[src/rtl/round_key_fetch.sv]
`default_nettype none
// ============================================================================
//  Module   : round_key_fetch
//  Purpose  : Streams expanded AES-128 round keys out of the round-key RAM
//             read port into the cipher datapath over a valid/ready handshake,
//             absorbing the RAM's one-cycle registered read latency.
//  Config   : KEY_FETCH_REVERSE_EN - when defined, 'reverse' selects
//             descending (decrypt) key order; otherwise order is ascending.
//  Revision : 1.0 - initial release
// ============================================================================
module round_key_fetch #(
    parameter int DATA_WIDTH    = 128,
    parameter int ADDRESS_WIDTH = 4,
    parameter int NUM_KEYS      = 11,
    parameter int BASE_ADDR     = 0
) (
    input  logic                     clk,
    input  logic                     rst_n,
    input  logic                     start,
    input  logic                     reverse,
    output logic                     busy,
    output logic [ADDRESS_WIDTH-1:0] addrb,
    input  logic [DATA_WIDTH-1:0]    doutb,
    output logic [DATA_WIDTH-1:0]    key_out,
    output logic [ADDRESS_WIDTH-1:0] key_idx,
    output logic                     key_valid,
    input  logic                     key_ready,
    output logic                     key_last,
    output logic                     done
);

    localparam logic [ADDRESS_WIDTH-1:0] LAST_IDX = ADDRESS_WIDTH'(NUM_KEYS - 1);
    localparam logic [ADDRESS_WIDTH-1:0] BASE     = ADDRESS_WIDTH'(BASE_ADDR);
    localparam logic [ADDRESS_WIDTH-1:0] ONE      = ADDRESS_WIDTH'(1);

    typedef enum logic [1:0] {
        IDLE  = 2'd0,
        FETCH = 2'd1,
        DRAIN = 2'd2
    } state_t;

    state_t state, state_nxt;
    logic   done_nxt;

    // Issue pointer and read-pipeline tags (issue stage = addrb, then RAM stage)
    logic [ADDRESS_WIDTH-1:0] ptr;
    logic [ADDRESS_WIDTH-1:0] issue_ptr, start_ptr, next_ptr;
    logic                     issue, issue_last, start_ok;
    logic                     s1_valid, s1_last, s2_valid, s2_last;
    logic [ADDRESS_WIDTH-1:0] s1_idx, s2_idx;

    // Three-entry output FIFO
    logic [DATA_WIDTH-1:0]    fifo_data [3];
    logic [ADDRESS_WIDTH-1:0] fifo_idx  [3];
    logic                     fifo_last [3];
    logic [1:0]               rd_ptr, wr_ptr, count;
    logic [2:0]               level;
    logic                     push, pop, room;

    assign start_ok = (state == IDLE) && start;

`ifdef KEY_FETCH_REVERSE_EN
    logic rev_q;
    logic rev_eff;

    // Direction is captured once per pass and held until the next start
    always_ff @(posedge clk or negedge rst_n) begin
        if (!rst_n)        rev_q <= 1'b0;
        else if (start_ok) rev_q <= reverse;
    end

    assign rev_eff    = start_ok ? reverse : rev_q;
    assign start_ptr  = reverse ? LAST_IDX : '0;
    assign issue_last = rev_eff ? (issue_ptr == '0) : (issue_ptr == LAST_IDX);
    assign next_ptr   = rev_eff ? (issue_ptr - ONE) : (issue_ptr + ONE);
`else
    logic unused_reverse;
    assign unused_reverse = reverse;
    assign start_ptr      = '0;
    assign issue_last     = (issue_ptr == LAST_IDX);
    assign next_ptr       = issue_ptr + ONE;
`endif

    // The first read goes out on the start cycle itself, so IDLE uses the
    // start pointer directly instead of waiting for ptr to be loaded.
    assign issue_ptr = (state == IDLE) ? start_ptr : ptr;

    assign key_valid = (count != 2'd0);
    assign pop       = key_valid && key_ready;
    assign push      = s2_valid;
    assign key_out   = fifo_data[rd_ptr];
    assign key_idx   = fifo_idx[rd_ptr];
    assign key_last  = fifo_last[rd_ptr];
    assign busy      = (state != IDLE);

    // Buffered keys plus reads still in flight may never exceed FIFO depth
    assign level = {1'b0, count} + {2'b00, s1_valid} + {2'b00, s2_valid};
    assign room  = 3'(level - {2'b00, pop}) < 3'd3;
    assign issue = start_ok || ((state == FETCH) && room);

    // State and done-pulse register
    always_ff @(posedge clk or negedge rst_n) begin
        if (!rst_n) begin
            state <= IDLE;
            done  <= 1'b0;
        end else begin
            state <= state_nxt;
            done  <= done_nxt;
        end
    end

    // Next-state: issue reads until the last one, then drain the FIFO
    always_comb begin
        state_nxt = state;
        done_nxt  = 1'b0;
        case (state)
            IDLE:    if (start) state_nxt = FETCH;
            FETCH:   if (issue && issue_last) state_nxt = DRAIN;
            DRAIN:   if (pop && key_last) begin
                         state_nxt = IDLE;
                         done_nxt  = 1'b1;
                     end
            default: state_nxt = IDLE;
        endcase
    end

    // Issue stage: RAM address, pointer step and the tag that follows the read
    always_ff @(posedge clk or negedge rst_n) begin
        if (!rst_n) begin
            ptr      <= '0;
            addrb    <= '0;
            s1_valid <= 1'b0;
            s1_idx   <= '0;
            s1_last  <= 1'b0;
        end else begin
            s1_valid <= issue;
            if (issue) begin
                ptr     <= next_ptr;
                addrb   <= BASE + issue_ptr;
                s1_idx  <= issue_ptr;
                s1_last <= issue_last;
            end
        end
    end

    // RAM stage: tag lines up with doutb, which arrives one cycle after addrb
    always_ff @(posedge clk or negedge rst_n) begin
        if (!rst_n) begin
            s2_valid <= 1'b0;
            s2_idx   <= '0;
            s2_last  <= 1'b0;
        end else begin
            s2_valid <= s1_valid;
            s2_idx   <= s1_idx;
            s2_last  <= s1_last;
        end
    end

    // Output FIFO: capture returning RAM data, release on handshake
    always_ff @(posedge clk or negedge rst_n) begin
        if (!rst_n) begin
            for (int i = 0; i < 3; i++) begin
                fifo_data[i] <= '0;
                fifo_idx[i]  <= '0;
                fifo_last[i] <= 1'b0;
            end
            rd_ptr <= 2'd0;
            wr_ptr <= 2'd0;
            count  <= 2'd0;
        end else begin
            if (push) begin
                fifo_data[wr_ptr] <= doutb;
                fifo_idx[wr_ptr]  <= s2_idx;
                fifo_last[wr_ptr] <= s2_last;
                wr_ptr            <= (wr_ptr == 2'd2) ? 2'd0 : wr_ptr + 2'd1;
            end
            if (pop) begin
                rd_ptr <= (rd_ptr == 2'd2) ? 2'd0 : rd_ptr + 2'd1;
            end
            count <= count + 2'(push) - 2'(pop);
        end
    end

endmodule
`default_nettype wire
[config.mk]
export PLATFORM = sky130hd
export DESIGN_NAME = round_key_fetch
export DESIGN_NICKNAME = d
export VERILOG_FILES = /design/src/rtl/round_key_fetch.sv
export SDC_FILE = /design/constraint.sdc
export NUM_CORES = 1
export LEC_CHECK = 0
export CAP_MARGIN = 20
export CORE_MARGIN = 4
export CORE_UTILIZATION = 59
export CTS_BUF_LIST = sky130_fd_sc_hd__clkbuf_16
export DETAILED_ROUTE_END_ITERATION = 12
export PLACE_DENSITY = 0.82
export REMOVE_ABC_BUFFERS = 1
export SETUP_SLACK_MARGIN = 0.4
export SLEW_MARGIN = 10
export SYNTH_ARGS = -nofsm -noshare
export SYNTH_HDL_FRONTEND = slang
export SYNTH_SLANG_ARGS = --single-unit
[constraint.sdc]
create_clock -name clk -period 7.7 [get_ports clk]
set_clock_uncertainty 0.1 [all_clocks]
set_input_delay 0.77 -clock clk [delete_from_list [all_inputs] [get_ports clk]]
set_output_delay 0.77 -clock clk [all_outputs]
set_load 0.03 [all_outputs]
==> key figures <==
STA
  • Fin crit period: 4560 ps
  • Slew Viols, Final: 0
  • Fin Hold WS: 280 ps
  • Final hold violation count: 0
  • Fin crit share: 59.2%
  • Worst-Margin Slew: 1060 ps
  • Slew HR: 29.2%
  • RSZ-0062 raised after global routing: no
  • Setup WS post-layout: 3140 ps
  • Fmax: 219 MHz
  • Setup violations, final: 0

GRT
  • GRT Total Usage: 23.7%
  • Largest net degree at the start of global routing: 184
  • First-pass GRT wire length: 65,600 um
  • Initial antenna violation count: 3
  • Gr ovfl total: 0
  • Vias in the first global route: 12,800

Synthesis
  • Synth Cell Area: 18,500 sq um
  • Seq/Total Area, Yosys: 57.3%
  • Cell count after synthesis: 1,379
  • Area contributors post-synth: dfrtp_1 (57%), mux2_2 (24%), mux2i_1 (7.2%)
  • Synth warn: 0
  • Mean Syn Cell Area: 13.4 sq um
  • Netlist cell types: 36
  • Post-synth EDFFs: 0
  • Leading area contributor after synthesis: dfrtp_1
  • Prevailing post-synth register cell: dfrtp_1
  • Synth Register Bits: 424
  • Count leader, synth: dfrtp_1
  • Most instantiated cells after synthesis: dfrtp_1 (424), mux2_2 (387), nand2_1 (139)
  • Post-synth top area share: 57.3%
  • Synth async-reset ratio: 100%

Floorplan
  • Die width: 185 um
  • # rows: 64
  • Core Area: 30,700 sq um
  • Die height: 185 um
  • Initial core utilization: 60.2%
  • Die area: 34,300 sq um
  • Ports: 273

Layout
  • Final Instance Area: 22,800 sq um
  • Inserted Diodes: 0
  • Final Non-Filler Cells: 2,045
  • Synth-to-Final Area Change: 23.2%
  • Layout Nets: 1,758
  • Layout cells sized above 1: 28.1%

Critical path
  • Peak fanout along the critical path: 103
  • Worst path required time: 6830 ps
  • Worst Setup End Kind: output port
  • CP Class: reg2out
  • Worst Path Arrival: 3690 ps
  • Crit path launch type: flip-flop

Clocking
  • CTS resizes: 0
  • Reg clk slew, reported paths: 60 ps
  • Clock buffer count from CTS: 43
  • Root Buffer: clkbuf_16
  • Max H-tree Level: 2
  • # hold bufs at CTS: 0
  • CTS tree: built
  • Setup bufs post-CTS: 0
  • Clock tree sinks: 424
  • CTS max path bufs: 3
  • Clock Latency Late Sink: 530 ps

Detailed routing
  • Initial DRC Count: 496
  • Drt first pass iters: 4
  • DR vias/cell: 5.66
  • Routed via count: 11,600
  • DRC viols: 0
  • Mean routed wirelength per cell: 19.7 um
  • Drt total wl: 40,200 um
  • Final ANT Viol Nets: 0

Status
  • Outcome: completed

Place
  • DP HPWL: 24,300 um
  • Pre-CTS setup slack: 3630 ps
  • Dpl cell area: 21,400 sq um
  • PortBufs: 271
  • Gpl congestion: 0.744
  • Post-placement cell count: 1,968

Hold path
  • Hold crit path type: in2async

Job
  • # Max-Cap Violations: 0

Power and ir drop
  • PwrDens: 505 nW/um^2
  • Overall power: 11,500 uW
  • Leakage: 0.00968 uW
  • Peak VDD IR: 0.000336 V
kinds of logic (layout without fill, tap and decap cells):
group	count (synthesis)	after routing	share of synthesized area, %
multiplexers	533	533	31.5
adder cells (fa/ha/maj)	7	7	0.554
AND/OR/NAND/NOR	159	159	3.48
XOR/XNOR	3	3	0.142
flip-flops	424	424	57.3
buffers and inverters	102	372	2.67
AO/OA/AOI/OAI	151	151	4.29
per-stage QoR:
stage,util [%],TNS (ps)
floorplan,-,-480380
global placement,69.7,0
detailed placement,69.7,0
CTS,74.0,0
global route,74.1,0
finish,74.1,0
flip-flops by register name (all words and copies together) (netlist names):
name	cells
s1_last	1
fifo_data	384
s1_idx	4
push	1
s1_valid	1
done	1
count	2
fifo_idx	12
fifo_last	3
state	2
wr_ptr	2
s2_last	1
ptr	4
rd_ptr	2
s2_idx	4
placed cells by master, fill, tap and decap left out, types with 5 or more instances in the layout:
| cell | instances |
|---|---|
| dfrtp_1 | 422 |
| mux2_2 | 387 |
| clkdlybuf4s50_1 | 270 |
| inv_1 | 26 |
| mux2_1 | 12 |
| o21ai_0 | 137 |
| clkinv_2 | 7 |
| mux2i_1 | 134 |
| clkinv_1 | 7 |
| clkbuf_16 | 45 |
| nand2_1 | 139 |
| buf_4 | 8 |
| ha_1 | 5 |
layout make-up:
cell class	instances	area (sq um)
well taps	396	495
multi-input cells	853	7430
clock buffers	45	1130
fillers	2015	7960
flip-flops and latches	424	10600
repair buffers	283	2870
clock inverters	31	204
inverters	13	48.8
power by group:
group	internal [uW]	leakage [uW]	switching (uW)
clock network	1150	0.000710	813
logic	2640	0.00396	2900
registers	3370	0.00502	643
total	7150	0.00968	4360
final timing paths:
kind                                   to  slack [ps]      start  cells after the start
setup / recovery              key_out[39]        3140  rd_ptr[1]                      5
hold / removal              fifo_data[91]         280      rst_n                      1
setup reg to reg                   ptr[3]        4450   count[1]                     11
hold reg to reg                      push         280   s1_valid                      0
max in group asynchronous  fifo_data[220]        5750      rst_n                      2
min in group clk                     push         280   s1_valid                      0
metal layers:
metal	global-route usage, %	part of all wire (%)	vias to the layer above
met2	41.0	49	237
met4	6.66	2.8	6
li1	-	-	5348
met1	29.9	42	5897
met3	5.71	5.6	79
met5	0	0.085	-
worst max-delay path, stage by stage (launching register included):
cell             delay (ps)
dfrtp_4                 750
nor2b_4                 800
buf_12                  450
nand2_1                 130
o21ai_0                 160
clkdlybuf4s50_1         740
No activity file was read; power rests on OpenSTA's default activity.
